<file path="config.mk">
export PLATFORM = sky130hd
export DESIGN_NAME = mc_sequencer
export DESIGN_NICKNAME = d
export VERILOG_FILES = /design/src/rtl/mc_seq_pkg.sv /design/src/rtl/seq_wait_timer.sv /design/src/rtl/mc_sequencer.sv
export SDC_FILE = /design/constraint.sdc
export NUM_CORES = 1
export LEC_CHECK = 0
export CAP_MARGIN = 5
export CELL_PAD_IN_SITES_DETAIL_PLACEMENT = 1
export CELL_PAD_IN_SITES_GLOBAL_PLACEMENT = 1
export CORE_MARGIN = 5
export CORE_UTILIZATION = 45
export CTS_BUF_LIST = sky130_fd_sc_hd__clkbuf_4 sky130_fd_sc_hd__clkbuf_8
export DETAILED_ROUTE_END_ITERATION = 10
export DONT_BUFFER_PORTS = 1
export HOLD_SLACK_MARGIN = 0.05
export PLACE_DENSITY = 0.78
export SETUP_SLACK_MARGIN = 0.5
export SLEW_MARGIN = 20
export SYNTH_ARGS = -nofsm -noshare
export SYNTH_HDL_FRONTEND = slang
export SYNTH_SLANG_ARGS = --single-unit
</file>
<file path="constraint.sdc">
create_clock -name clk -period 3.4 [get_ports clk]
set_input_delay 0.68 -clock clk [delete_from_list [all_inputs] [get_ports clk]]
set_output_delay 0.68 -clock clk [all_outputs]
set_load 0.02 [all_outputs]
</file>
<file path="src/rtl/mc_seq_pkg.sv">
`default_nettype none
// ============================================================================
// Module      : mc_seq_pkg
// Description : Shared types and constants for the multi-cycle sequencer:
//               state encoding, decoder path indices, stage LED bit indices.
// Revision    : 1.0 - initial release
// ============================================================================
package mc_seq_pkg;

  typedef enum logic [3:0] {
    S_IDLE   = 4'd0,
    S_FETCH  = 4'd1,
    S_FWAIT  = 4'd2,
    S_DECODE = 4'd3,
    S_REGRD  = 4'd4,
    S_EXEC   = 4'd5,
    S_MEMACC = 4'd6,
    S_MWAIT  = 4'd7,
    S_WB     = 4'd8,
    S_BRANCH = 4'd9,
    S_JUMP   = 4'd10,
    S_TRAP   = 4'd11
  } state_e;

  // Decoder path indices; anything above PATH_JUMP is illegal.
  localparam int PATH_ALUR   = 0;
  localparam int PATH_ALUI   = 1;
  localparam int PATH_LOAD   = 2;
  localparam int PATH_STORE  = 3;
  localparam int PATH_BRANCH = 4;
  localparam int PATH_JUMP   = 5;

  // Bit positions inside the one-hot stage vector {BR,JU,WB,MEM,EX,ID,IF}.
  localparam int STG_IF  = 0;
  localparam int STG_ID  = 1;
  localparam int STG_EX  = 2;
  localparam int STG_MEM = 3;
  localparam int STG_WB  = 4;
  localparam int STG_JU  = 5;
  localparam int STG_BR  = 6;
  localparam int STG_W   = 7;

  // Map a state to its board-LED stage indicator (zero in IDLE and TRAP).
  function automatic logic [STG_W-1:0] stage_onehot(input state_e s);
    logic [STG_W-1:0] v;
    v = '0;
    case (s)
      S_FETCH, S_FWAIT:  v[STG_IF]  = 1'b1;
      S_DECODE, S_REGRD: v[STG_ID]  = 1'b1;
      S_EXEC:            v[STG_EX]  = 1'b1;
      S_MEMACC, S_MWAIT: v[STG_MEM] = 1'b1;
      S_WB:              v[STG_WB]  = 1'b1;
      S_JUMP:            v[STG_JU]  = 1'b1;
      S_BRANCH:          v[STG_BR]  = 1'b1;
      default:           v = '0;
    endcase
    return v;
  endfunction

endpackage
`default_nettype wire

</file>
<file path="src/rtl/seq_wait_timer.sv">
`default_nettype none
// ============================================================================
// Module      : seq_wait_timer
// Description : Loadable down-counter. Loaded with (N-1) on state entry, it
//               reports expired on the N-th cycle spent in that state.
// Revision    : 1.0 - initial release
// ============================================================================
module seq_wait_timer #(
  parameter int W = 8
) (
  input  logic         clk,
  input  logic         rst,
  input  logic         load_i,
  input  logic [W-1:0] load_val_i,
  output logic         expired_o
);

  logic [W-1:0] cnt_q;

  // Reload on entry, otherwise count down and park at zero.
  always_ff @(posedge clk) begin
    if (rst) begin
      cnt_q <= '0;
    end else if (load_i) begin
      cnt_q <= load_val_i;
    end else if (cnt_q != '0) begin
      cnt_q <= cnt_q - W'(1);
    end
  end

  assign expired_o = (cnt_q == '0);

endmodule
`default_nettype wire

</file>
<file path="src/rtl/mc_sequencer.sv">
`default_nettype none
// ============================================================================
// Module      : mc_sequencer
// Description : Multi-cycle MIPS instruction sequencer. FETCH -> DECODE ->
//               path stages -> retire, with done handshakes, per-wait
//               timeouts, configurable memory wait states and a fault trap.
// Revision    : 1.0 - initial release
// ============================================================================
module mc_sequencer
  import mc_seq_pkg::*;
#(
  parameter int MEM_WAIT = 2,
  parameter int TIMEOUT  = 255,
  parameter int PATH_W   = 4,
  parameter int CNT_W    = 32
) (
  input  logic              clk,
  input  logic              rst,
  input  logic              top_en,
  input  logic              dec_done,
  input  logic [PATH_W-1:0] dec_path,
  input  logic              reg_done,
  input  logic              alu_done,
  input  logic              br_done,
  input  logic              jmp_done,
  output logic              mem_en,
  output logic              mem_ren,
  output logic              mem_wen,
  output logic              dec_en,
  output logic              reg_en,
  output logic              reg_we,
  output logic              alu_en,
  output logic              br_en,
  output logic              jmp_en,
  output logic              pc_we,
  output logic [STG_W-1:0]  stage,
  output logic [CNT_W-1:0]  instr_cnt,
  output logic              fault,
  output logic              busy
);

  // One timer serves both the fixed memory waits and the done timeouts.
  localparam int TMAX = (TIMEOUT > MEM_WAIT) ? TIMEOUT : MEM_WAIT;
  localparam int TW   = (TMAX > 1) ? $clog2(TMAX) : 1;
  localparam logic [TW-1:0] MW_LOAD = TW'((MEM_WAIT > 0) ? MEM_WAIT - 1 : 0);
  localparam logic [TW-1:0] TO_LOAD = TW'(TIMEOUT - 1);

  state_e              state_q, state_d;
  logic [PATH_W-1:0]   path_q, path_d;
  logic [CNT_W-1:0]    cnt_q;
  logic                retire;
  logic                tmr_load, tmr_expired;
  logic [TW-1:0]       tmr_val;
  logic                mem_en_q, mem_ren_q, mem_wen_q, dec_en_q, reg_en_q;
  logic                reg_we_q, alu_en_q, br_en_q, jmp_en_q, fault_q, busy_q;
  logic [STG_W-1:0]    stage_q;
  logic                is_store, load_d, store_d;

  assign is_store = (path_q == PATH_W'(PATH_STORE));
  assign load_d   = (path_d == PATH_W'(PATH_LOAD));
  assign store_d  = (path_d == PATH_W'(PATH_STORE));

  // Next-state, path capture and retire detection.
  always_comb begin
    state_d = state_q;
    path_d  = path_q;
    retire  = 1'b0;
    case (state_q)
      S_IDLE:   if (top_en) state_d = S_FETCH;
      S_FETCH:  state_d = (MEM_WAIT == 0) ? S_DECODE : S_FWAIT;
      S_FWAIT:  if (tmr_expired) state_d = S_DECODE;
      S_DECODE: begin
        if (dec_done) begin
          path_d = dec_path;
          if (dec_path == PATH_W'(PATH_JUMP))        state_d = S_JUMP;
          else if (dec_path <= PATH_W'(PATH_BRANCH)) state_d = S_REGRD;
          else                                       state_d = S_TRAP;
        end else if (tmr_expired) begin
          state_d = S_TRAP;
        end
      end
      S_REGRD: begin
        if (reg_done)         state_d = S_EXEC;
        else if (tmr_expired) state_d = S_TRAP;
      end
      S_EXEC: begin
        if (alu_done) begin
          case (path_q)
            PATH_W'(PATH_ALUR), PATH_W'(PATH_ALUI):  state_d = S_WB;
            PATH_W'(PATH_LOAD), PATH_W'(PATH_STORE): state_d = S_MEMACC;
            PATH_W'(PATH_BRANCH):                    state_d = S_BRANCH;
            default:                                 state_d = S_TRAP;
          endcase
        end else if (tmr_expired) begin
          state_d = S_TRAP;
        end
      end
      S_MEMACC: begin
        if (MEM_WAIT != 0) state_d = S_MWAIT;
        else if (is_store) retire  = 1'b1;
        else               state_d = S_WB;
      end
      S_MWAIT: begin
        if (tmr_expired) begin
          if (is_store) retire  = 1'b1;
          else          state_d = S_WB;
        end
      end
      S_WB:     retire = 1'b1;
      S_BRANCH: begin
        if (br_done)          retire  = 1'b1;
        else if (tmr_expired) state_d = S_TRAP;
      end
      S_JUMP: begin
        if (jmp_done)         retire  = 1'b1;
        else if (tmr_expired) state_d = S_TRAP;
      end
      S_TRAP:   state_d = S_TRAP;
      default:  state_d = S_TRAP;
    endcase
    if (retire) state_d = top_en ? S_FETCH : S_IDLE;
  end

  // Every state change reloads the timer for the state being entered.
  assign tmr_load = (state_d != state_q);
  assign tmr_val  = (state_d == S_FWAIT || state_d == S_MWAIT) ? MW_LOAD : TO_LOAD;

  seq_wait_timer #(.W(TW)) u_timer (
    .clk        (clk),
    .rst        (rst),
    .load_i     (tmr_load),
    .load_val_i (tmr_val),
    .expired_o  (tmr_expired)
  );

  // State, retire counter and outputs registered from the next state.
  always_ff @(posedge clk) begin
    if (rst) begin
      state_q   <= S_IDLE;
      path_q    <= '0;
      cnt_q     <= '0;
      mem_en_q  <= 1'b0;
      mem_ren_q <= 1'b0;
      mem_wen_q <= 1'b0;
      dec_en_q  <= 1'b0;
      reg_en_q  <= 1'b0;
      reg_we_q  <= 1'b0;
      alu_en_q  <= 1'b0;
      br_en_q   <= 1'b0;
      jmp_en_q  <= 1'b0;
      fault_q   <= 1'b0;
      busy_q    <= 1'b0;
      stage_q   <= '0;
    end else begin
      state_q   <= state_d;
      path_q    <= path_d;
      if (retire) cnt_q <= cnt_q + CNT_W'(1);
      mem_en_q  <= state_d inside {S_FETCH, S_FWAIT, S_MEMACC, S_MWAIT};
      mem_ren_q <= (state_d inside {S_FETCH, S_FWAIT}) ||
                   ((state_d inside {S_MEMACC, S_MWAIT}) && load_d);
      mem_wen_q <= (state_d inside {S_MEMACC, S_MWAIT}) && store_d;
      dec_en_q  <= (state_d == S_DECODE);
      reg_en_q  <= (state_d == S_REGRD) || (state_d == S_WB);
      reg_we_q  <= (state_d == S_WB);
      alu_en_q  <= (state_d == S_EXEC);
      br_en_q   <= (state_d == S_BRANCH);
      jmp_en_q  <= (state_d == S_JUMP);
      fault_q   <= (state_d == S_TRAP);
      busy_q    <= !(state_d inside {S_IDLE, S_TRAP});
      stage_q   <= stage_onehot(state_d);
    end
  end

  assign mem_en    = mem_en_q;
  assign mem_ren   = mem_ren_q;
  assign mem_wen   = mem_wen_q;
  assign dec_en    = dec_en_q;
  assign reg_en    = reg_en_q;
  assign reg_we    = reg_we_q;
  assign alu_en    = alu_en_q;
  assign br_en     = br_en_q;
  assign jmp_en    = jmp_en_q;
  assign fault     = fault_q;
  assign busy      = busy_q;
  assign stage     = stage_q;
  assign instr_cnt = cnt_q;
  // The PC strobe marks the retire cycle itself, so it follows the done input.
  assign pc_we     = retire;

endmodule
`default_nettype wire
</file>
== Yosys cells after proc, flatten, opt, wreduce, memory -nomap -nowiden ==
Cells that the tools add are included.

* Bits in registers: 66
* Input bits: 12
* Output and inout port bits: 51
* Word-level logic and storage cells: 102

* $add $sub $neg: 2
* $lt $le $gt $ge: 1
* Eq/ne operators: 29
* Multiplexer cells: 33
* Reduce and logical (&&, ||, !) cells: 21

{| class="wikitable"
|+ Operators with widths
! operator !! number
|-
| $mux W4 || 15
|-
| $pmux W4 S11 || 1
|-
| $eq A4 B3 Y1 const B || 10
|-
| $add A32 B1 Y32 const B || 1
|-
| $eq A4 B2 Y1 const B || 8
|-
| $eq A4 B4 Y1 const B || 7
|-
| $mux W8 || 3
|-
| $eq A4 B1 Y1 const B || 3
|-
| $logic_not A4 Y1 || 3
|-
| $mux W1 || 12
|-
| $pmux W4 S3 || 1
|-
| $reduce_or A2 Y1 || 5
|-
| $logic_not A8 Y1 || 1
|-
| $reduce_bool A2 Y1 || 4
|-
| $reduce_bool A8 Y1 || 1
|-
| $sub A8 B1 Y8 const B || 1
|-
| $le A4 B3 Y1 const B || 1
|-
| $ne A4 B4 Y1 || 1
|-
| $pmux W1 S4 || 1
|-
| $reduce_bool A4 Y1 || 1
|-
| $logic_or A1 B1 Y1 || 3
|-
| $logic_and A1 B1 Y1 || 2
|-
| $logic_not A1 Y1 || 1
|}

== Logic depth before layout (Yosys ltp) ==
* Word-level depth: 10
* Gate-level depth with buffers: 11
* Depth with buffers taken out: 11

== Hierarchy ==
A second synthesis with hierarchy kept.

* Cell total of the unflattened synthesis: 381
* Area, all modules: 3185.6 µm²

{| class="wikitable"
|+ Modules (own cells, without submodules)
! module !! times used !! cells each !! area an instance (µm²) !! seq. area each (µm²)
|-
| mc_sequencer || 1 || 328 || 2710.1 || 1081.0
|-
| seq_wait_timer || 1 || 53 || 475.5 || 160.2
|}

== Least setup slack after synthesis ==
Ideal clock, no wire load.

* Path kind: flip-flop to flip-flop
* Start point: reg u_timer.cnt_q[0]
* End point: reg u_timer.cnt_q[3]
* Library setup time: 69 ps
* Arrival: 2417 ps
* Data required time: 3331 ps
* Path slack: 914 ps
* Stages on the path, launching flop included: 11
* Path buffers: 0
* Clock period less this slack: 2486 ps
* Cell sequence: dfxtp_1 inv_1 ha_1 nor3b_1 a41o_1 nand4_1 o32ai_4 xnor2_1 nor3_4 or3b_1 o21ai_1

* Word-level cells in the longest chain between the ends: 9
* Elaborated cells on any way between the ends: 23
* Those cells by class: 1 x add/sub; 3 x eq/ne; 15 x mux; 4 x reduce/logical

{| class="wikitable"
|+ RTL lines
! element !! RTL line !! RTL
|-
| start, declared || seq_wait_timer.sv:18 || <nowiki>logic [W-1:0] cnt_q;</nowiki>
|-
| start signal, assigned || seq_wait_timer.sv:25 || <nowiki>cnt_q <= load_val_i;</nowiki>
|-
| start signal, assigned || seq_wait_timer.sv:27 || <nowiki>cnt_q <= cnt_q - W'(1);</nowiki>
|-
| $logic_not A8 Y1 || seq_wait_timer.sv:31 || <nowiki>assign expired_o = (cnt_q == '0);</nowiki>
|-
| $mux W4 || - ||
|-
| $mux W4, on equally long branches || - ||
|-
| $pmux W4 S11 || mc_sequencer.sv:68 || <nowiki>case (state_q)</nowiki>
|-
| $mux W4 || mc_sequencer.sv:121 || <nowiki>if (retire) state_d = top_en ? S_FETCH : S_IDLE;</nowiki>
|-
| $eq A4 B2 Y1 or $eq A4 B3 Y1 (tied branches) || mc_sequencer.sv:126 || <nowiki>assign tmr_val = (state_d == S_FWAIT || state_d == S_MWAIT) ? MW_LOAD : TO_LOAD;</nowiki>
|-
| $logic_or A1 B1 Y1 || mc_sequencer.sv:126 ||
|-
| $mux W8 || mc_sequencer.sv:126 ||
|-
| $mux W8 || seq_wait_timer.sv:24 || <nowiki>end else if (load_i) begin</nowiki>
|}

Several ways; a longest one is shown, not always the timed one. The select of a mux whose other input is x is not followed.
A chain may end at the register's enable or synchronous reset.

== Worst setup path in the final report ==
* Start point: reg u_timer.cnt_q[0]
* End point: out pc_we

* Word-level cells in the longest chain between the ends: 3

{| class="wikitable"
|+ RTL lines
! element !! RTL line !! RTL
|-
| $logic_not A8 Y1 || seq_wait_timer.sv:31 ||
|-
| $mux W1 || mc_sequencer.sv:104 || <nowiki>if (tmr_expired) begin</nowiki>
|-
| $pmux W1 S4 || mc_sequencer.sv:68 ||
|-
| end, declared || mc_sequencer.sv:35 || <nowiki>output logic pc_we,</nowiki>
|}

Every way passes these cells.

==> results by group <==
Clocking
  – Clock Latency Late Sink: roughly 340 ps
  – Hold buffer count at CTS: 0
  – Root Buffer: clkbuf_8
  – CTS Buffer Depth: 2
  – CTS Sinks: 62
  – Num CTS Buffers: 9
  – Post-CTS Setup Repair Bufs: 0
  – Number of H-tree levels: 3
  – CTS tree: done
  – Clk pin slew, worst setup/hold paths: 70 ps

Drt
  – Vias per inst: approximately 5.6
  – 1st-pass router iterations: 4
  – DRC errors left: 0
  – Wire per inst: roughly 17 um
  – DRT iter0 DRCs: 63
  – DRT Wirelength: 7.32 mm
  – Post-route ant nets: 0
  – Vias: between 2000 and 2500

Timing
  – Layout Skew: between 8 and 9 ps
  – Worst relative slew slack: 0.539
  – Final hold violations: 0
  – Setup violations, final: 0
  – Slew Limit Fails: 0
  – Final setup TNS: 0 ps
  – Fin crit period: ~2700 ps
  – Worst-margin pin slew: roughly 690 ps
  – FMAX: about 370 MHz
  – Final period util: 0.795
  – RSZ-0062 raised after global routing: no

Power
  – Pint: roughly 1.3 mW
  – P_leak: between 1 and 1.5 nW
  – Comb power frac: 0.222
  – Switching Share: 0.334
  – Overall power: between 1.5 and 2 mW
  – Sw Pwr: roughly 0.63 mW
  – Max IR drop VDD: 0.251 mV
  – PD cells: about 580 nW/um2
  – Clk pwr share: 0.305
  – Sequential share of power: 0.473

Global routing
  – Grt met2 use: 0.281
  – Global routing met1 resource utilization: 0.214
  – Initial antenna violation count: 0
  – Total grt overflow: 0
  – Largest net degree at the start of global routing: 50
  – Vias in the first global route: approximately 2400
  – Total Routing Usage GR: 0.177
  – First-pass GRT wire length: between 10 and 15 mm
  – Most Used Layer, Global Route: met2
  – M3 GR Usage: 0.0579

Yosys
  – Yosys warns: 0
  – Syn_area_per_cell: between 8 and 9 um2
  – Seq cells post-synth: slightly above 60
  – Cell Area, Synth: approximately 3000 um2
  – Cell variety after synth: approximately 60
  – EDFF count, synth: 0
  – Asr flop ratio synth: 0
  – Sequential area share after synthesis: 0.415
  – Mapped Cells: approximately 340
  – Synth Net Count: about 360
  – Top FF cell, synth: dfxtp_1

Cells and area
  – Nets: ~360
  – Antenna diode count: 0
  – Area Overhead vs Synth: 8.17%
  – Layout cell share with drive strength beyond 1: 0.101

Die
  – Num rows: 29
  – Initial Util: 0.465
  – Die Ht: around 91 um
  – Area of the die: roughly 8400 um2
  – Core area: between 6000 and 7000 um2
  – Top-level I/O count: 63
  – Die X: 91.5 um

Critical path
  – R2R cell count: 10
  – Crit end category: output port
  – CP Max Fanout: 11
  – Worst Setup Start Kind: register
  – Crit Reg-Reg Startpoint: u_timer.cnt_q[0]$_SDFFE_PP0P_
  – Crit Path Category: register to output port
  – R2R Setup Slk: between 600 and 700 ps
  – Data required, critical path: about 2700 ps
  – Worst R2R End: u_timer.cnt_q[6]$_SDFFE_PP0P_
  – CP arrival: 2020 ps

Worst hold path
  – Hold Crit Class: input pin to register
  – Min-delay src: rst
  – Hold endpoint: instr_cnt[6]$_SDFFE_PP0P_
  – Hold Path Depth: 1

Placed design
  – I/O Buffers: 0
  – Hpwl dp: 5.27 mm
  – RePlAce Congestion: about 0.89

Job
  – Max-cap violations: 0

Status
  – Status: completed
synth_stat cells (2+ instances only):
library cell	n	area share
o211ai_1	2	0.0050
or3_1	3	0.0063
or3b_1	3	0.0088
buf_2	3	0.0050
a21oi_1	12	0.020
nand4_1	7	0.015
nor2_1	50	0.063
buf_4	4	0.010
nand2_1	28	0.035
and2_1	4	0.0084
a211o_1	2	0.0059
dfxtp_1	62	0.42
o21bai_1	2	0.0050
ha_1	3	0.013
xnor2_1	8	0.023
nor3_1	5	0.0084
or2_2	2	0.0042
and4b_1	2	0.0067
o21a_1	2	0.0050
xor2_1	29	0.085
a311oi_1	2	0.0059
o21ai_0	10	0.017
o22ai_1	2	0.0042
or2_1	2	0.0042
clkbuf_1	7	0.0088
and3_1	11	0.023
a22oi_1	2	0.0050
o21ai_1	5	0.0084
inv_1	9	0.011
mux2i_1	5	0.017
a211oi_1	2	0.0050
nor3b_1	3	0.0075
nand2b_1	8	0.017
nand3_1	17	0.028
per-layer routing:
| metal | wire length [um] | vias to the layer above |
|---|---|---|
| met5 | 0 | - |
| met4 | 170 | 0 |
| met3 | 404 | 16 |
| met2 | 3410 | 48 |
| met1 | 3330 | 1128 |
| li1 | - | 1179 |
per-stage QoR:
stage	cell area, um2	utilization	hold WS, ps	std cells	setup slack (ps)
CTS	3200	0.499	379	423	524
global route	3230	0.503	373	423	500
finish	3230	0.503	400	423	697
detailed placement	3020	0.470	551	407	328
global placement	3020	0.470	545	407	435
floorplan	2990	-	511	343	914
logic make-up (layout without fill, tap and decap cells):
logic type      Yosys count  after routing  share of synthesized area
compound gates           53             53                      0.124
xor+xnor                 37             37                      0.108
fa+ha+maj                 3              3                     0.0126
buf+inv                  24             27                     0.0364
flops                    62             62                      0.415
mux                       6              6                     0.0205
simple gates            158            158                      0.283
flip-flops by register name, indices dropped and copies added, names as in the netlist, 4 cells and up:
name	count
instr_cnt	32
u_timer.cnt_q	8
stage	6
path_q	4
state_q	4
layout make-up:
cell class,instances,area (um2)
clock buffers,10,138
well taps,77,96.3
clock inverters,6,37.5
flip-flops and latches,62,1240
repair buffers,1,7.51
multi-input cells,257,1670
inverters,10,37.5
fillers,767,3190
power groups by stage:
stage | registers [mW] | logic, mW | clock network, mW
detailed placement | 0.909 | 0.401 | 0
global placement | 0.906 | 0.391 | 0
CTS | 0.894 | 0.413 | 0.597
finish | 0.895 | 0.419 | 0.576
floorplan | 0.880 | 0.350 | 0
global route | 0.908 | 0.474 | 0.630
worst max-delay path, stage by stage (launching register included):
cell	delay [ps]
dfxtp_1	320
inv_1	110
ha_1	150
nor3b_2	330
nand4_1	200
o21a_2	260
inv_2	100
buf_4	200
worst max-delay path by stage:
| stage | endpoint | startpoint | cells past startpoint |
|---|---|---|---|
| global placement | u_timer.cnt_q[5]$_SDFFE_PP0P_ | state_q[1]$_SDFF_PP0_ | 9 |
| global route | instr_cnt[30]$_SDFFE_PP0P_ | u_timer.cnt_q[0]$_SDFFE_PP0P_ | 11 |
| CTS | u_timer.cnt_q[6]$_SDFFE_PP0P_ | u_timer.cnt_q[1]$_SDFFE_PP0P_ | 10 |
| floorplan | u_timer.cnt_q[3]$_SDFFE_PP0P_ | u_timer.cnt_q[0]$_SDFFE_PP0P_ | 10 |
| detailed placement | u_timer.cnt_q[3]$_SDFFE_PP0P_ | state_q[1]$_SDFF_PP0_ | 9 |
| finish | pc_we | u_timer.cnt_q[0]$_SDFFE_PP0P_ | 7 |
placed cells by master (no fill, tap or decap), types with 3 or more instances in the layout:
master      instances
dfxtp_1            60
nor2_1             50
xor2_1             29
nand2_1            28
nand3_1            17
a21oi_1            12
and3_1             11
clkbuf_8           10
inv_1               9
o21ai_0             9
nand2b_1            8
xnor2_1             8
nand4_1             7
o21ai_1             6
mux2i_1             5
and2_1              4
nor3_1              4
or3b_1              3
or3_1               3
ha_1                3
clkinv_2            3
clkinvlp_4          3
what timing repair did:
action,CTS,global route
pin swaps,0,0
resized for setup,3,6
setup endpoints to repair,21,13
endpoints found under the hold margin,0,0
No activity file was read; power rests on OpenSTA's default activity.
